**config.mk**
```make
export PLATFORM = sky130hd
export DESIGN_NAME = fifo_wr_arbiter
export DESIGN_NICKNAME = d
export VERILOG_FILES = /design/src/rtl/fifo_pkg.sv /design/src/rtl/rr_pick.sv /design/src/rtl/fifo_wr_arbiter.sv
export SDC_FILE = /design/constraint.sdc
export NUM_CORES = 1
export LEC_CHECK = 0
export ABC_AREA = 1
export BUFFER_PORTS_ARGS = -buffer_cell sky130_fd_sc_hd__buf_2
export CORE_MARGIN = 10
export CORE_UTILIZATION = 47
export CTS_CLUSTER_DIAMETER = 60
export DETAILED_ROUTE_END_ITERATION = 8
export GPL_TIMING_DRIVEN = 0
export PLACE_DENSITY = 0.92
export SLEW_MARGIN = 20
export SYNTH_ARGS = -nofsm -noshare
export SYNTH_HDL_FRONTEND = slang
export SYNTH_SLANG_ARGS = --single-unit
```
**constraint.sdc**
```tcl
create_clock -name clk -period 9.3 [get_ports clk]
set_clock_uncertainty 0.1 [all_clocks]
set_input_delay 0.93 -clock clk [delete_from_list [all_inputs] [get_ports clk]]
set_output_delay 0.93 -clock clk [all_outputs]
set_load 0.01 [all_outputs]
```
**src/rtl/fifo_pkg.sv**
```systemverilog
// Shared widths and helpers for the FIFO write-side arbitration slice.
// Latency: n/a (constants and a constant function only).
// Backpressure: n/a.
package fifo_pkg;

  localparam int SRC_W  = 8;
  localparam int DST_W  = 8;
  localparam int DATA_W = 32;
  localparam int CNT_W  = 4;

  // Width of a binary requester index; never below one bit so that a
  // two-requester arbiter still has a usable index register.
  function automatic int idx_width(input int n);
    return (n <= 2) ? 1 : $clog2(n);
  endfunction

endpackage

```
**src/rtl/rr_pick.sv**
```systemverilog
// Rotating priority encoder: first set request bit at or after start, wrapping.
// Latency: purely combinational, zero cycles.
// Backpressure: none; the caller gates the result with its own stall terms.
module rr_pick
  import fifo_pkg::*;
#(
  parameter int NREQ = 4,
  parameter int IW   = idx_width(NREQ)
) (
  input  logic [NREQ-1:0] req,
  input  logic [IW-1:0]   start,
  output logic [NREQ-1:0] gnt,
  output logic [IW-1:0]   gnt_idx,
  output logic            any
);

  // Walk start, start+1, ... modulo NREQ; the first requester seen wins.
  always_comb begin
    int            j;
    logic [IW-1:0] idx;
    gnt     = '0;
    gnt_idx = '0;
    any     = 1'b0;
    j       = 0;
    idx     = '0;
    for (int k = 0; k < NREQ; k++) begin
      j = int'(start) + k;
      if (j >= NREQ) begin
        j = j - NREQ;
      end
      idx = IW'(j);
      if (!any && req[idx]) begin
        any      = 1'b1;
        gnt[idx] = 1'b1;
        gnt_idx  = idx;
      end
    end
  end

endmodule

```
**src/rtl/fifo_wr_arbiter.sv**
```systemverilog
// Round-robin burst arbiter sharing one sync_fifo write port among NREQ sources.
// Latency: zero; the accept cycle is the FIFO write cycle (valid/fullp -> ready/writep).
// Backpressure: fullp blocks every grant; a stalled burst keeps owner and burst_cnt.
module fifo_wr_arbiter
  import fifo_pkg::*;
#(
  parameter int NREQ  = 4,
  parameter int BURST = 4
) (
  input  logic                   clk,
  input  logic                   rstn,
  input  logic [NREQ-1:0]        req_valid,
  output logic [NREQ-1:0]        req_ready,
  input  logic [NREQ*DST_W-1:0]  req_dst,
  input  logic [NREQ*DATA_W-1:0] req_data,
  input  logic                   fullp,
  output logic                   writep,
  output logic [SRC_W-1:0]       src_in,
  output logic [DST_W-1:0]       dst_in,
  output logic [DATA_W-1:0]      data_in,
  output logic [CNT_W-1:0]       burst_cnt
);

  localparam int              IW        = idx_width(NREQ);
  localparam logic [IW-1:0]   LAST_IDX  = IW'(NREQ - 1);
  localparam logic [CNT_W-1:0] BURST_MAX = CNT_W'(BURST);

  logic [IW-1:0]   owner;
  logic            owner_vld;
  logic            hold;
  logic [IW-1:0]   scan_start;
  logic [NREQ-1:0] pick_gnt;
  logic [IW-1:0]   pick_idx;
  logic            pick_any;
  logic            accept;
  logic            out_en;
  logic [NREQ-1:0] ready_int;

  // The owner keeps the grant only mid-burst: it must have been accepted at
  // least once under this grant and not yet used up its burst allowance.
  assign owner_vld = req_valid[owner];
  assign hold      = owner_vld && (burst_cnt != '0) && (burst_cnt < BURST_MAX);

  // Starting the scan at the owner itself makes the picker return the owner
  // while holding; otherwise the owner gets last priority.
  assign scan_start = hold ? owner
                           : ((owner == LAST_IDX) ? '0 : owner + IW'(1));

  rr_pick #(
    .NREQ (NREQ),
    .IW   (IW)
  ) u_pick (
    .req     (req_valid),
    .start   (scan_start),
    .gnt     (pick_gnt),
    .gnt_idx (pick_idx),
    .any     (pick_any)
  );

  // State advances on any accepted word. rstn is kept out of this term so the
  // asynchronous reset never feeds flop data; in reset the flops are cleared anyway.
  assign accept    = pick_any && !fullp;
  assign ready_int = accept ? pick_gnt : '0;

  // Outputs collapse to their reset values while rstn is low, without waiting for a clock.
  assign out_en    = rstn;
  assign req_ready = out_en ? ready_int : '0;
  assign writep    = |(req_valid & req_ready);

  // Route the granted requester's fields onto the FIFO write side; zero when idle.
  always_comb begin
    src_in  = '0;
    dst_in  = '0;
    data_in = '0;
    for (int i = 0; i < NREQ; i++) begin
      if (req_ready[i]) begin
        src_in  = SRC_W'(i);
        dst_in  = req_dst[i*DST_W +: DST_W];
        data_in = req_data[i*DATA_W +: DATA_W];
      end
    end
  end

  // Track the grant owner and how many words it has pushed in the current burst.
  always_ff @(posedge clk or negedge rstn) begin
    if (!rstn) begin
      owner     <= LAST_IDX;
      burst_cnt <= '0;
    end else if (accept) begin
      if (hold) begin
        burst_cnt <= (burst_cnt == BURST_MAX) ? burst_cnt : burst_cnt + CNT_W'(1);
      end else begin
        owner     <= pick_idx;
        burst_cnt <= CNT_W'(1);
      end
    end else if (!owner_vld) begin
      // Owner went idle: the next win by anyone starts a fresh burst.
      burst_cnt <= '0;
    end
  end

endmodule
```
After elaboration in Yosys (flattened, before gate mapping) --
Index checks and enable logic that the tools add are counted.
Operators by class: mux-type cells 53, eq/ne operators 4, magnitude comparators 14, bitwise operators 5, reduce and logical (&&, ||, !) cells 18, add/subtract/negate cells 9
Operators by type and width (number):
- $mux 32 | 4
- $mux 8 | 6
- $mux 4 | 10
- $mux 2 | 10
- $lt 2x3->1 const B | 5
- $mux 1 | 14
- $or 4x4->4 | 3
- $bmux 1 s2 | 5
- $logic_and 1x1->1 | 10
- $ge 3x3->1 const B | 3
- $demux 1 s2 | 4
- $ge 2x1->1 const B | 4
- $sub 2x1->2 const B | 4
- $add 2x2->3 const B | 2
- $add 4x1->4 const B | 1
- $and 4x4->4 | 1
- $eq 4x3->1 const B | 1
- $logic_not 1->1 | 4
- $lt 4x3->1 const B | 1
- $reduce_and 2->1 | 2
- $reduce_bool 4->1 | 1
- $reduce_or 4->1 | 1
- $add 2x1->3 const B | 1
- $ge 2x3->1 const B | 1
- 5 further kinds | 5
Word-level totals: bits in registers 6, output and inout port bits 57

Logic depth before layout (Yosys ltp) --
Gate-level depths: netlist (run 1).
depth in word-level cells 26, mapped depth 23

By module --
From an unflattened synthesis (run 1), not the netlist that was laid out.
Unflattened totals: cell total of the unflattened synthesis 585, area, all modules 2771.4 µm²
Modules (own cells, without submodules):
- fifo_wr_arbiter | area an instance 2331.0 µm², sequential area each 152.6 µm², cells each 511, instances 1
- rr_pick | area an instance 440.4 µm², sequential area each 0.0 µm², cells each 74, instances 1

Worst setup path before layout (run 1) --
OpenSTA, ideal clock, no wires.
path type in2out, start input port req_valid[1], end output port data_in[29], cell stages on the path 18, arrival 3.020 ns, data required time 8.270 ns, buffers on the path 1, setup slack 5.250 ns, cell sequence nand2_1 > nand3_2 > nand3_4 > o21ai_2 > ha_1 > inv_1 > nand3_1 > nand2_1 > inv_1 > nand3_4 > nand3_4 > inv_4 > nand2_2 > nand2_2 > buf_4 > nor2_1 > nor2_1 > nand2_1
Between the ends: word-level cells in the longest chain between the ends 26, elaborated cells on any way between the ends 72, those cells by class add/sub: 7; order compare: 12; mux: 37; bitwise: 3; reduce/logical: 13
Ends and longest elaborated chain:
- start: declaration | RTL line fifo_wr_arbiter.sv:12 | input logic [NREQ-1:0] req_valid,
- parallel branches: the longest is 20 deep, another holds $add 2x1->3
- $mux 4 (*) | RTL line fifo_wr_arbiter.sv:63 | assign ready_int = accept ? pick_gnt : '0;
- $mux 4 (*) | RTL line fifo_wr_arbiter.sv:67 | assign req_ready = out_en ? ready_int : '0;
- $mux 32 (3 in series) | RTL line fifo_wr_arbiter.sv:76 | if (req_ready[i]) begin
- $mux 32 (*) | RTL line fifo_wr_arbiter.sv:76
- end: declaration | RTL line fifo_wr_arbiter.sv:20 | output logic [DATA_W-1:0] data_in,
Mark *: on every way between the ends. The select of a mux whose other input is x is not followed.

Final worst setup path (run 1) --
start input port req_valid[3], end output port data_in[6]
The elaborated chain is that of the path after synthesis.

==> metrics, run 1 <==
outcome=finished, final reports clean; Die H=104 um; initial antenna violation count=0; top cells by count, synth=nand2_1, nor2_1, inv_1; fin crit share=51.2%; CP Launch Type=input port; GRT Total Usage=22.9%; synth top area cells=nand2_1, nor2_1, inv_1, nand4_1, nand3_1; WL/cell=13.4 um; async set or reset register ratio after synthesis=100%; layout cells sized above 1=32.5%; Arr. time, crit path=3.73 ns; CP max stage cell=o21ai_2; largest area contributor in the netlist=nand2_1; Max-Cap Viols=0; drt first pass iters=5; Post-CTS Hold Buffers=0; final worst slack=4.54 ns; Syn-to-layout area delta=38.5%; min Tclk post-route=4.76 ns; CP top delay family=simple AND/OR/NAND/NOR gates; r2r setup slk=6.18 ns; gr ovfl total=0; Routed Antenna Nets=0; vias in the first global route=4262; P per Cell Area=479 nW/um2; Worst Path Max Fanout=10; clk sink count=6; CTS buffer count=3; Hold Path Class=in -> async; row cnt=30; drt initial violations=228; worst skew pair latency=0.23 ns; RSZ-0062 raised after global routing=false; Setup Viol. Count Final=0; Final Util=67.3%; CTS H-tree depth=1; die area=10800 um2; Req. time, crit path=8.27 ns; nets=1085; postcts setup bufs=0; launch point of the worst reg-to-reg path=burst_cnt[0]; switching share of power=65.3%; maximum vdd drop=0.000439 V; share of the synthesized area in the top cell type=25.8%; PostCTS Resize Cnt=0; CTS tree=done; port bufs=217; Synth cell types=25; routability cong.=0.906; Max Buffers Root-to-Sink=2; Leak=3.23 nW; CP startpoint=req_valid[3]; CP Capture Type=primary output; Syn Inst Count=680; io pins=224; diodes inserted=0; max incr delay on CP=0.34 ns; clock power share=2.0%; Initial Util=48.6%; ys flop type=dfrtp_1; Synth Register Bits=6; Max Fclk=210 MHz; most common cell in the netlist=nand2_1; CP Depth=20; DP Worst Slack=4.59 ns; reg2reg end=owner[1]; switching pwr=0.00143 W; Logic pwr share=95.7%; number of synthesized flops with an enable pin=0; register area share after synthesis=4.62%; Sequential Power Share=2.3%; first-pass GRT wire length=21400 um; HPWL Detailed=11000 um; Ys Warns=0; DR vias=4760; hold_ws=0.432 ns; die width=104 um; DRC violations left=0; Clock transition at path regs=0.04 ns; TNS Setup=0 ns; Via density=4.75; R2R depth=17; Filler cells=683; synthesized area per cell=4.86 um2; Routed WL=13500 um; max-slew violations=0; CP Capture Point=data_in[6]; CP Buf/Inv Count=6; core footprint=6790 um2; Setup CP Type=in -> out; Synth Cell Area=3300 um2; CP cell instances=buf_2 -> nand2_1 -> nand3_2 -> nand3_4 -> o21ai_2 -> ha_1 -> inv_1 -> nand3_1 -> nand2_1 -> inv_1 -> nand3_4 -> nand3_4 -> inv_4 -> nand2_2 -> nand2_2 -> buf_4 -> nor2_1 -> nor2_1 -> nand2_1 -> buf_2; largest net degree at the start of global routing=11; P_int=0.000761 W; root buffer cell=clkbuf_8; final hold viol count=0
logic make-up after synthesis:
group	share of synthesized area, %
AO/OA/AOI/OAI	1.97
adder cells (fa/ha/maj)	4.17
buffers and inverters	22.2
flip-flops	4.62
other	0.114
AND/OR/NAND/NOR	67.0
power groups by stage:
stage          logic [W]  registers (W)  clock network [W]
6_report         0.00210      0.0000514          0.0000430
5_1_grt          0.00234      0.0000529          0.0000444
4_1_cts          0.00209      0.0000514          0.0000426
3_5_place_dp     0.00208      0.0000511                  0
3_3_place_gp     0.00206      0.0000502                  0
2_1_floorplan    0.00150      0.0000509                  0
cells in the final DEF (no fill, tap or decap), types with 5 or more instances in the layout:
cell	count
nand3_1	32
buf_2	237
nand4_1	45
buf_4	12
ha_1	11
nor2_1	166
inv_1	107
nand2_2	5
buf_6	11
o21ai_0	8
nand2_4	5
conb_1	6
nand2_1	227
per-layer routing:
layer | global-route usage, % | share of wire, % | vias up
li1 | - | - | 2500
met1 | 27.7 | 40 | 2033
met2 | 42.7 | 51 | 213
met3 | 2.79 | 7.6 | 14
met4 | 2.78 | 1.1 | 0
met5 | 0 | 0 | -
final cells by class:
cell class	instances	area [um2]	area share, %
plain buffers	43	314	6.87
clock buffers	4	45.0	0.985
flip-flops and latches	6	153	3.34
well taps	96	120	2.63
inverters	110	418	9.14
repair buffers	217	1090	23.8
multi-input cells	526	2440	53.3
how the worst min path moves through the flow:
stage,start,end,slack [ns],cells after the start
global placement,burst_cnt[3],burst_cnt[3],0.41,2
detailed placement,burst_cnt[3],burst_cnt[3],0.42,2
global route,rstn,burst_cnt[3],0.44,1
floorplan,owner[0],owner[0],0.43,2
finish,rstn,burst_cnt[3],0.43,1
CTS,rstn,burst_cnt[3],0.44,1
metrics by stage:
stage          cells  total power [W]  instance area [um2]
2_1_floorplan    685          0.00155                 3320
5_1_grt         1002          0.00243                 4570
4_1_cts         1002          0.00218                 4570
3_3_place_gp     998          0.00211                 4530
3_5_place_dp     998          0.00213                 4530
6_report        1002          0.00219                 4570
registers in the layout (all words and copies together) (netlist names):
register and count:
burst_cnt 4, owner 2
(Power assumes the default switching activity.)
==> run 2, diff against run 1 <==
CORE_UTILIZATION = 44   (was 47)
PLACE_DENSITY = 0.87   (was 0.92)
clock period = 4.4 ns   (was 9.3 ns; I/O delays follow)
==> metrics, run 2 (same netlist as run 1, synthesis figures left out) <==
Leak=3.24 nW (+0.22%); core footprint=7290 um2 (+7.3%); GRT Total Usage=21.9% (-1.0 points); Req. time, crit path=3.86 ns (-4.41 ns); Worst Path Max Fanout=10 (unchanged); Logic pwr share=95.8% (about the same); fin crit share=92.7%; final hold viol count=0 (unchanged); Initial Util=45.3% (-3.3 points); initial antenna violation count=0 (unchanged); Largest Register=burst_cnt; post-route cell area=4600 um2 (+0.57%); CTS tree=done; CP cell instances=inv_1 -> ha_1 -> inv_1 -> nand2_1 -> nor2_2 -> nand3_4 -> nand2_1 -> o21ai_4 -> ha_1 -> inv_1 -> nand3_1 -> nand2_4 -> nor2_8 -> nand3b_1 -> nand2_1 -> nor2_2 -> buf_2 -> nand4_1 -> nand2_1 -> nand2_1 -> nand2_1 -> buf_2; worst skew pair latency=0.22 ns (about the same); switching pwr=0.00305 W (+110%); CTS buffer count=3 (unchanged); met3 Usage GRT=3.77% (+0.98 points); CP Buf/Inv Count=5 (-1); max incr delay on CP=0.37 ns (+0.03 ns); clk sink count=6 (unchanged); Largest register FFs=4 (unchanged); met2 track demand over resource=40.8% (-1.9 points); maximum vdd drop=0.000878 V (+100%); Hold Path Class=reg -> reg; P_int=0.00163 W (+110%); nets=1086 (+0.092%); postcts setup bufs=0 (unchanged); commonest non-fill, non-tap cell in the layout=buf_2; Max Fclk=245 MHz; Largest regs=burst_cnt (4), owner (2); port bufs=217 (unchanged); Via density=4.65 (-2.0%); storage element area=153 um2 (unchanged); largest net degree at the start of global routing=11 (unchanged); row cnt=31 (+3.3%); Arr. time, crit path=3.54 ns (-0.19 ns); die width=107 um (+2.7%); cell mode on critical path=nand2_1; routability cong.=0.906 (about the same); CP top delay family=simple AND/OR/NAND/NOR gates; switching share of power=65.2% (-0.088 points); vias in the first global route=4226 (-0.84%); Filler cells=793 (+16%); DRC violations left=0 (unchanged); Setup Viol. Count Final=0 (unchanged); met1 usage=25.8% (-2.0 points); diodes inserted=0 (unchanged); HPWL Detailed=11000 um (+0.43%); min Tclk post-route=4.08 ns; first-pass GRT wire length=21100 um (-1.1%); Routed WL=13400 um (-0.21%); layout cells sized above 1=32.5% (+0.074 points); outcome=finished, final reports clean; die area=11400 um2 (+5.5%); commonest non-fill, non-tap cells in the layout=buf_2, nand2_1, nor2_1; gr ovfl total=0 (unchanged); Syn-to-layout area delta=39.3%; clock power share=1.8% (-0.2 points); GR peak layer=met2; Max Buffers Root-to-Sink=2 (unchanged); Sequential Power Share=2.4% (about the same); Setup CP Type=reg -> out; Max-Cap Viols=0 (unchanged); max-slew violations=0 (unchanged); drt first pass iters=4 (-1); multi-input logic area=2450 um2 (+0.41%); cell area after placement=4530 um2 (about the same); CTS H-tree depth=1 (unchanged); DR vias=4682 (-1.6%); WL/cell=13.4 um (-0.60%); Final Power=0.00468 W (+110%); CP Launch Type=flip-flop; Clock transition at path regs=0.04 ns (about the same); Die H=107 um (+2.7%); io pins=224 (unchanged); CP Capture Type=primary output; drt initial violations=222 (-2.6%); CP max stage cell=dfrtp_1; root buffer cell=clkbuf_8; P per Cell Area=1020 nW/um2 (+110%); Routed Antenna Nets=0 (unchanged)
run 2: cell count changes in the layout (fill, tap and decap cells not counted):
cell / previous run / this run
buf_2: 237 / 236
o21ai_0: 8 / 7
clkbuf_4: 0 / 1
nand2_2: 5 / 6
nand2_1: 227 / 226
o21ai_1: 0 / 1
dlygate4sd3_1: 0 / 1
o21ai_4: 0 / 1
o21ai_2: 2 / 1
run 2: layer usage:
layer	wire [um]	up-vias	share of wire (%)
met2	6930	163	52
met3	950	15	7.1
li1	-	2492	-
met1	5420	2012	40
met5	0	-	0
met4	145	0	1.1
run 2: through the flow:
step / hold slack (ns) / TNS, ns / worst slack [ns] / util, % / instances
2_1_floorplan: 0.0444 / 0 / 1.01 / - / 685
3_3_place_gp: 0.182 / 0 / 0.518 / 62.1 / 1001
3_5_place_dp: 0.186 / 0 / 0.499 / 62.1 / 1001
4_1_cts: 0.435 / 0 / 0.232 / 62.9 / 1006
5_1_grt: 0.458 / -0.00699 / -0.00442 / 63.1 / 1006
6_report: 0.432 / 0 / 0.323 / 63.1 / 1006
run 2: area by class of cell:
| type | count | share of cell area [%] |
|---|---|---|
| flip-flops and latches | 6 | 3.32 |
| clock buffers | 4 | 0.980 |
| repair buffers | 218 | 23.8 |
| multi-input cells | 526 | 53.2 |
| inverters | 110 | 9.09 |
| plain buffers | 43 | 6.88 |
| well taps | 99 | 2.69 |
run 2: worst paths after layout:
kind | startpoint | to | slack, ns | cells past startpoint
setup / recovery | burst_cnt[1] | data_in[25] | 0.32 | 22
hold / removal | burst_cnt[3] | burst_cnt[3] | 0.43 | 2
setup reg to reg | burst_cnt[1] | owner[1] | 1.37 | 18
hold reg to reg | burst_cnt[3] | burst_cnt[3] | 0.43 | 2
max in group asynchronous | rstn | owner[1] | 3.47 | 2
min in group asynchronous | rstn | burst_cnt[3] | 0.49 | 2
run 2: tightest hold or removal path: stages (launching register included):
cell,delay [ns]
dfrtp_1,0.39
inv_1,0.06
nor2_1,0.04
run 2: timing repair:
item | 4_1_cts | 5_1_grt
hold buffers | 1 | 0
resized for setup | 0 | 4
setup endpoints to repair | 0 | 42
hold endpoints to repair | 4 | 0
run 2: power groups by stage:
stage,Combinational (W),Clock [W],Sequential [W]
floorplan,0.00317,0,0.000108
CTS,0.00444,0.0000869,0.000109
global route,0.00500,0.0000917,0.000114
finish,0.00448,0.0000864,0.000111
global placement,0.00439,0,0.000108
detailed placement,0.00442,0,0.000109
==> run 3, diff against run 2 <==
PLACE_DENSITY = 0.93   (was 0.87)
==> metrics, run 3 (same netlist as run 1, synthesis figures left out) <==
Hold Path Class=in -> async; io pins=224 (unchanged); max incr delay on CP=0.37 ns (about the same); Arr. time, crit path=3.64 ns (+0.10 ns); layout cells sized above 1=32.5% (unchanged); postcts setup bufs=0 (unchanged); Max-Cap Viols=0 (unchanged); core footprint=7290 um2 (unchanged); Req. time, crit path=3.86 ns (about the same); switching share of power=65.6% (+0.37 points); fin crit share=94.9% (+2.3 points); worst skew pair latency=0.23 ns (about the same); switching pwr=0.00309 W (+1.3%); CP cell instances=inv_1 -> ha_1 -> inv_1 -> nand2_1 -> nor2_4 -> nand3_4 -> nand2_1 -> o21ai_4 -> ha_1 -> inv_1 -> nand3_1 -> nand2_4 -> nor2_8 -> nand4_1 -> nand3_2 -> buf_2 -> nand2_1 -> o21ai_0 -> buf_2; Setup CP Type=reg -> out; min Tclk post-route=4.18 ns (+0.0993 ns); Worst Path Max Fanout=10 (unchanged); routability cong.=0.899 (-0.75%); first-pass GRT wire length=21200 um (+0.43%); CTS H-tree depth=1 (unchanged); nets=1086 (unchanged); CTS buffer count=3 (unchanged); TNS Setup=0 ns (unchanged); final hold viol count=0 (unchanged); P_int=0.00162 W (-0.39%); post-route cell area=4600 um2 (about the same); max-slew violations=0 (unchanged); Setup Viol. Count Final=0 (unchanged); die area=11400 um2 (unchanged); port bufs=217 (unchanged); clock power share=1.9% (about the same); vias in the first global route=4292 (+1.6%); Routed WL=13800 um (+2.3%); drt first pass iters=4 (unchanged); Largest Register=burst_cnt; CP max stage cell=dfrtp_1; row cnt=31 (unchanged); HPWL Detailed=11100 um (+0.24%); Syn-to-layout area delta=39.3% (about the same); drt initial violations=308 (+39%); Max Buffers Root-to-Sink=2 (unchanged); Largest regs=burst_cnt (4), owner (2); Largest register FFs=4 (unchanged); Sequential Power Share=2.4% (about the same); Clock transition at path regs=0.04 ns (about the same); WL/cell=13.7 um (+2.3%); maximum vdd drop=0.000792 V (-9.7%); Routed Antenna Nets=0 (unchanged); commonest non-fill, non-tap cells in the layout=buf_2, nand2_1, nor2_1; Via density=4.72 (+1.3%); Logic pwr share=95.7% (about the same); initial antenna violation count=0 (unchanged); Initial Util=45.3% (unchanged); Leak=3.24 nW (about the same); gr ovfl total=0 (unchanged); P per Cell Area=1020 nW/um2 (+0.63%); cell area after placement=4530 um2 (unchanged); DR vias=4745 (+1.3%); DRC violations left=0 (unchanged); diodes inserted=0 (unchanged); GRT Total Usage=21.8% (-0.055 points); Max Fclk=239 MHz (-2.4%); outcome=finished, final reports clean; commonest non-fill, non-tap cell in the layout=buf_2; clk sink count=6 (unchanged); root buffer cell=clkbuf_8; CTS tree=done; CP Capture Type=primary output; die width=107 um (unchanged); CP Launch Type=flip-flop; Die H=107 um (unchanged); largest net degree at the start of global routing=11 (unchanged)
## run 3: changes by cell type in the layout (fill, tap and decap cells not counted), sizes merged
cell,previous run,this run
clkbuf,5,4
buf,259,260
## run 3: per-stage QoR
| step | worst slack, ns | hold WS [ns] | total power, W | utilization (%) | std cells |
|---|---|---|---|---|---|
| 5_1_grt | -0.0407 | 0.499 | 0.00520 | 63.1 | 1006 |
| 6_report | 0.224 | 0.477 | 0.00471 | 63.1 | 1006 |
| 4_1_cts | 0.215 | 0.451 | 0.00466 | 62.9 | 1006 |
| 3_3_place_gp | 0.516 | 0.181 | 0.00448 | 62.1 | 1001 |
| 2_1_floorplan | 1.01 | 0.0444 | 0.00328 | - | 685 |
| 3_5_place_dp | 0.468 | 0.184 | 0.00455 | 62.1 | 1001 |
## run 3: worst max-delay path, delay by kind of cell (launching register included)
kind                       cells  cell delay (ns)
adders and majority gates      2             0.55
DFF                            1             0.37
and+or+nand+nor               10             1.34
buffers and inverters          5             0.70
AOI/OAI and AO/OA              2             0.43
## run 3: worst paths after layout
path / startpoint / end / slack, ns / cells after the start
min in group clk: burst_cnt[3] / burst_cnt[3] / 0.48 / 2
max in group asynchronous: rstn / owner[1] / 3.49 / 2
worst max register to register: burst_cnt[0] / burst_cnt[1] / 1.37 / 17
worst min register to register: burst_cnt[3] / burst_cnt[3] / 0.48 / 2
worst max-delay path: burst_cnt[0] / src_in[0] / 0.22 / 19
worst min-delay path: rstn / burst_cnt[0] / 0.48 / 2
## run 3: area by class of cell
type | count | area (um2)
Fill cell | 728 | 2690
Inverter | 110 | 418
Timing Repair Buffer | 218 | 1100
Multi-Input combinational cell | 526 | 2450
Clock buffer | 4 | 45.0
Buffer | 43 | 314
Tap cell | 99 | 124
Sequential cell | 6 | 153
## run 3: metal layers
metal,vias up,global-route usage (%),wire (um)
met4,0,3.09,182
met5,-,0,0
met1,2031,25.5,5610
met3,21,3.23,1060
met2,202,41.4,6910
li1,2491,-,-
## run 3: what timing repair did
action,in CTS,in global routing
endpoints found under the hold margin,4,0
endpoints found under the setup margin,0,40
hold buffers,1,0
resized for setup,0,3
## run 3: power groups by stage
stage	Sequential, W	Clock [W]	Combinational (W)
floorplan	0.000108	0	0.00317
global placement	0.000107	0	0.00437
detailed placement	0.000109	0	0.00444
CTS	0.000110	0.0000866	0.00446
global route	0.000116	0.0000894	0.00500
finish	0.000113	0.0000875	0.00451
